## config.mk

```make
export PLATFORM = sky130hd
export DESIGN_NAME = unprojection
export DESIGN_NICKNAME = d
export VERILOG_FILES = /design/src/rtl/unprojection.sv
export SDC_FILE = /design/constraint.sdc
export NUM_CORES = 2
export LEC_CHECK = 0
export CAP_MARGIN = 20
export CELL_PAD_IN_SITES_DETAIL_PLACEMENT = 0
export CELL_PAD_IN_SITES_GLOBAL_PLACEMENT = 1
export CORE_MARGIN = 2
export CORE_UTILIZATION = 50
export CTS_BUF_LIST = sky130_fd_sc_hd__clkbuf_8
export CTS_CLUSTER_SIZE = 14
export DETAILED_ROUTE_END_ITERATION = 10
export PLACE_DENSITY_LB_ADDON = 0.1
export SETUP_SLACK_MARGIN = 0.1
export SLEW_MARGIN = 20
export SYNTH_ARGS = -nofsm -noshare
export SYNTH_HDL_FRONTEND = slang
export SYNTH_SLANG_ARGS = --single-unit
```

## constraint.sdc

```tcl
create_clock -name clock -period 9.4 [get_ports clock]
set_input_delay 1.88 -clock clock [delete_from_list [all_inputs] [get_ports clock]]
set_output_delay 1.88 -clock clock [all_outputs]
set_load 0.01 [all_outputs]
```

## src/rtl/unprojection.sv

```systemverilog
// ============================================================================
// unprojection: recovers world X/Y from projected screen X/Y and depth z.
// Revision: 1.0
// ============================================================================
`default_nettype none

module unprojection #(
   parameter int VANISHING_PNT = -10,
   parameter int Z_DISTANCE    = 0,
   parameter int PRECISION     = 0
) (
   input  logic               clock,
   input  logic               reset,
   input  logic               in_valid,
   output logic               in_ready,
   input  logic signed [15:0] sx,
   input  logic signed [15:0] sy,
   input  logic signed [15:0] z,
   output logic               out_valid,
   input  logic               out_ready,
   output logic signed [33:0] wx,
   output logic signed [33:0] wy
);

   localparam int SCALE = (PRECISION == 0) ? 1    :
                          (PRECISION == 1) ? 10   :
                          (PRECISION == 2) ? 100  :
                          (PRECISION == 3) ? 1000 : 10000;
   localparam longint C_K = longint'(SCALE) * longint'(VANISHING_PNT);
   localparam logic [33:0] C_KMAG = 34'((C_K < 0) ? -C_K : C_K);
   localparam logic C_KNEG = (C_K < 0);
   localparam logic signed [17:0] C_DOFF = 18'(Z_DISTANCE + VANISHING_PNT);

   typedef enum logic [2:0] {
      IDLE = 3'd0,
      MUL  = 3'd1,
      DIVX = 3'd2,
      DIVY = 3'd3,
      SIGN = 3'd4,
      DONE = 3'd5
   } state_t;

   state_t state, state_nx;

   logic signed [15:0] sx_q, sy_q;
   logic signed [17:0] d_q;
   logic [32:0] magy_q;
   logic        sgnx_q, sgny_q;
   logic [32:0] num_q, qx_q;
   logic [33:0] rem_q;
   logic [5:0]  cnt_q;

   logic               accept, last_bit;
   logic signed [33:0] px, py;
   logic [34:0]        shifted;
   logic               qbit;
   logic [33:0]        rem_nx;
   logic [32:0]        num_nx;

   assign accept   = in_valid && (state == IDLE);
   assign last_bit = (cnt_q == 6'd32);

   assign px = 34'(sx_q) * 34'(d_q);
   assign py = 34'(sy_q) * 34'(d_q);

   // One restoring step: remainder stays below |K|, so 34 bits always hold it.
   assign shifted = {rem_q, num_q[32]};
   assign qbit    = (shifted >= {1'b0, C_KMAG});
   assign rem_nx  = qbit ? 34'(shifted - {1'b0, C_KMAG}) : shifted[33:0];
   assign num_nx  = {num_q[31:0], qbit};

   always_ff @(posedge clock) begin
      if (reset) state <= IDLE;
      else       state <= state_nx;
   end

   always_comb begin
      state_nx  = state;
      in_ready  = 1'b0;
      out_valid = 1'b0;
      case (state)
         IDLE: begin
            in_ready = 1'b1;
            if (in_valid) state_nx = MUL;
         end
         MUL:  state_nx = DIVX;
         DIVX: if (last_bit) state_nx = DIVY;
         DIVY: if (last_bit) state_nx = SIGN;
         SIGN: state_nx = DONE;
         DONE: begin
            out_valid = 1'b1;
            if (out_ready) state_nx = IDLE;
         end
         default: state_nx = IDLE;
      endcase
   end

   always_ff @(posedge clock) begin
      if (reset) begin
         sx_q   <= '0;
         sy_q   <= '0;
         d_q    <= '0;
         magy_q <= '0;
         sgnx_q <= 1'b0;
         sgny_q <= 1'b0;
         num_q  <= '0;
         qx_q   <= '0;
         rem_q  <= '0;
         cnt_q  <= '0;
         wx     <= '0;
         wy     <= '0;
      end else begin
         case (state)
            IDLE: if (accept) begin
               sx_q <= sx;
               sy_q <= sy;
               d_q  <= 18'(z) + C_DOFF;
            end
            MUL: begin
               num_q  <= 33'(px[33] ? -px : px);
               magy_q <= 33'(py[33] ? -py : py);
               sgnx_q <= px[33] ^ C_KNEG;
               sgny_q <= py[33] ^ C_KNEG;
               rem_q  <= '0;
               cnt_q  <= '0;
            end
            DIVX: begin
               cnt_q <= last_bit ? 6'd0 : cnt_q + 6'd1;
               if (last_bit) begin
                  qx_q  <= num_nx;
                  num_q <= magy_q;
                  rem_q <= '0;
               end else begin
                  num_q <= num_nx;
                  rem_q <= rem_nx;
               end
            end
            DIVY: begin
               cnt_q <= last_bit ? 6'd0 : cnt_q + 6'd1;
               num_q <= num_nx;
               rem_q <= rem_nx;
            end
            SIGN: begin
               wx <= sgnx_q ? -{1'b0, qx_q}  : {1'b0, qx_q};
               wy <= sgny_q ? -{1'b0, num_q} : {1'b0, num_q};
            end
            default: ;
         endcase
      end
   end

endmodule

`default_nettype wire
```

==> qor.yml <==
status:
  outcome: "completed"
sta:
  tightest_slew_ps: 1163
  rsz0062_at_grt: "false"
  skew_ps: 33.05
  fmax_mhz: 121.3
  final-max-slew-violation-count: 0
  setup_violations: 0
  finalHoldViolCount: 0
  max_slew_margin_pct: 22.45
  setup_tns_ps: 0
  finalCritPeriodShare_pct: 87.71
  fin_crit_ps: 8244
worst_hold_path:
  hold_path.class: "reg -> reg"
synth:
  synth_edf_count: 0
  synth_top_area_share_pct: 32.01
  synth.largest_area_cell: "fa_1"
  synth_commonest_cells: "662 x inv_1, 552 x fa_1, 535 x nand2_1, 273 x nor2_1, 261 x dfxtp_1"
  syn_nets: 4878
  avgSynthCellArea_um2: 8.423
  synth_most_common_cell: "inv_1"
  ys_warn_count: 0
  ys_async_sr_fraction_pct: 0
  synth.area.top_cells: "fa_1 32%, dfxtp_1 15%, inv_1 7.2%"
  netlist_area_um2: 34520
  ys.flop_type: "dfxtp_1"
  synth_cells: 4098
  ys_ff_latch: 261
  yosys.cell_types.count: 81
  ys_seq_area_share_pct: 15.14
final_layout:
  final_nets: 4861
  fin_cells: 5011
  drive_above_1_share_pct: 4.048
  synthToLayoutAreaGrowth_pct: 8.753
  final_core_util_pct: 54.83
  fillers: 6589
  design_area_um2: 37540
cts:
  post_cts_buffers: 0
  clock-sinks: 261
  cts-root-buf: "clkbuf_8"
  cts_resized: 0
  tritoncts: "yes"
  clk_pin_slew_ps: 60
  clk_latency_ps: 670
  cts_hold_buf: 0
  cts_buffer_depth: 3
  cts_buffers: 53
  h-tree-depth: 2
die:
  die_area_um2: 71160
  chipWidth_um: 266.8
  start_util_pct: 50.42
  row_count: 96
  die_h_um: 266.8
  io_pins: 122
  core_area_um2: 68470
power:
  peakVddDrop_uv: 270.9
  power.density_nw_per_um2: 201.2
  p_leak_nw: 17.14
  power_w: 0.007555
global_routing:
  grt_first_pass_wirelength_um: 159700
  overflow: 0
  grt_max_degree: 185
  antenna_found_initial: 2
  grt_pass1_vias: 28823
  grt_use_total_pct: 28.81
worst_setup_path:
  slowest_delay_ps: 1040
  crit_path_frequent_cell: "fa_1"
  critPathMaxFanout: 23
  required_ps: 9970
  cp-end-kind: "register"
  start_kind: "register"
  crit_slowest_cell: "dfxtp_1"
  setup.worst_path.class: "reg -> reg"
  path_cells: "nand2_1, fa_1, inv_1, fa_1, inv_1, fa_1, inv_1, fa_1, fa_1, inv_1, fa_1, inv_1, ha_1, o21ai_0, a211oi_1, o21ai_0, o21a_1, xor2_1, nor4b_1, nand3b_1, nor4bb_1, o21ai_0, a31oi_1"
  crit_arrival_ps: 8820
place:
  numPortBuffers: 121
  gp_congestion: 0.8673
  dp_hpwl_um: 74400
  dpl.cell_count: 4908
  placed_area_um2: 36320
routing:
  vias: 27708
  via_per_inst: 5.529
  wl_per_cell_um: 19.48
  ant_nets: 0
  drt-total-wl_um: 97600
  drt_iter0_markers: 1803
  drcViolationCount: 0
  first_pass_iters: 7
flow_run:
  maxCapViolCount: 0
cell type report:
type	count	area (µm²)	share of cell area, %
sequential	261	5225	13.92
tap	882	1104	2.940
clock inverter	28	229.0	0.6099
antenna	4	10.01	0.02666
multi-input combinational	2935	25930	69.07
clock buffer	71	977.2	2.603
timing repair buffer	168	1580	4.209
inverter	662	2485	6.619
cells by family (layout without fill, tap and decap cells):
group           count (synthesis)  count (layout)  share of synthesized area [%]
mux                            12              12                         0.3516
flops                         261             261                          15.14
buf+inv                       902             929                          9.819
fa+ha+maj                     728             728                          38.39
xor+xnor                      210             210                          5.328
simple gates                 1338            1338                          18.42
other cells                     0               4                              0
compound gates                647             647                          12.56
power breakdown:
part	switching [W]	internal, W
sequential	0.000353	0.00128
combinational	0.00276	0.00182
clock	0.000578	0.000760
total	0.00369	0.00386
critical path, delay by kind of cell (launching register included):
kind / cells / cell delay, ps
AO/OA/AOI/OAI: 6 / 1820
XOR/XNOR: 1 / 250
adder cells (fa/ha/maj): 7 / 3490
buffers and inverters: 5 / 260
flip-flops: 1 / 1040
AND/OR/NAND/NOR: 4 / 1320
state kept, by name (all words and copies together) (netlist names):
name,flops
sgnx_q,1
state,3
num_q,33
d_q,17
sx_q,16
magy_q,33
wy,34
rem_q,34
sgny_q,1
sy_q,16
qx_q,33
cnt_q,6
wx,34
layer usage:
layer  routed length, µm  track usage (%)
met5                   0                0
met4                2978            8.837
met3                5812            3.921
met2               46190            47.98
met1               42620            39.03
cells in the final DEF, fill, tap and decap left out, types with 17 or more instances in the layout:
cell type / count
inv_1: 677
fa_1: 552
nand2_1: 534
nor2_1: 271
dfxtp_1: 261
and2_1: 247
a21oi_1: 184
ha_1: 176
clkdlybuf4s50_1: 120
xor2_1: 113
xnor2_1: 97
o21ai_0: 96
a211oi_1: 96
clkbuf_8: 72
nor3_1: 70
buf_4: 46
a22oi_1: 33
nand2b_1: 31
or3_1: 27
nand3_1: 26
o31ai_1: 25
a221o_1: 25
a21o_1: 20
a31oi_1: 20
or4_1: 18
o211ai_1: 17
through the flow:
step	hold WS [ps]	worst slack (ps)
5_1_grt	471.2	414.4
3_5_place_dp	444.7	1265
6_report	449.8	1156
2_1_floorplan	432.1	2241
4_1_cts	452.3	1217
3_3_place_gp	443.7	1267
final timing paths:
kind / startpoint / end / slack [ps] / depth (start not counted)
worst max register to register: d_q[5] / magy_q[30] / 1160 / 23
worst min register to register: magy_q[0] / magy_q[0] / 450 / 2
worst max-delay path: d_q[5] / magy_q[30] / 1160 / 23
worst min-delay path: magy_q[0] / magy_q[0] / 450 / 2
Power figures use the tool's default switching activity.
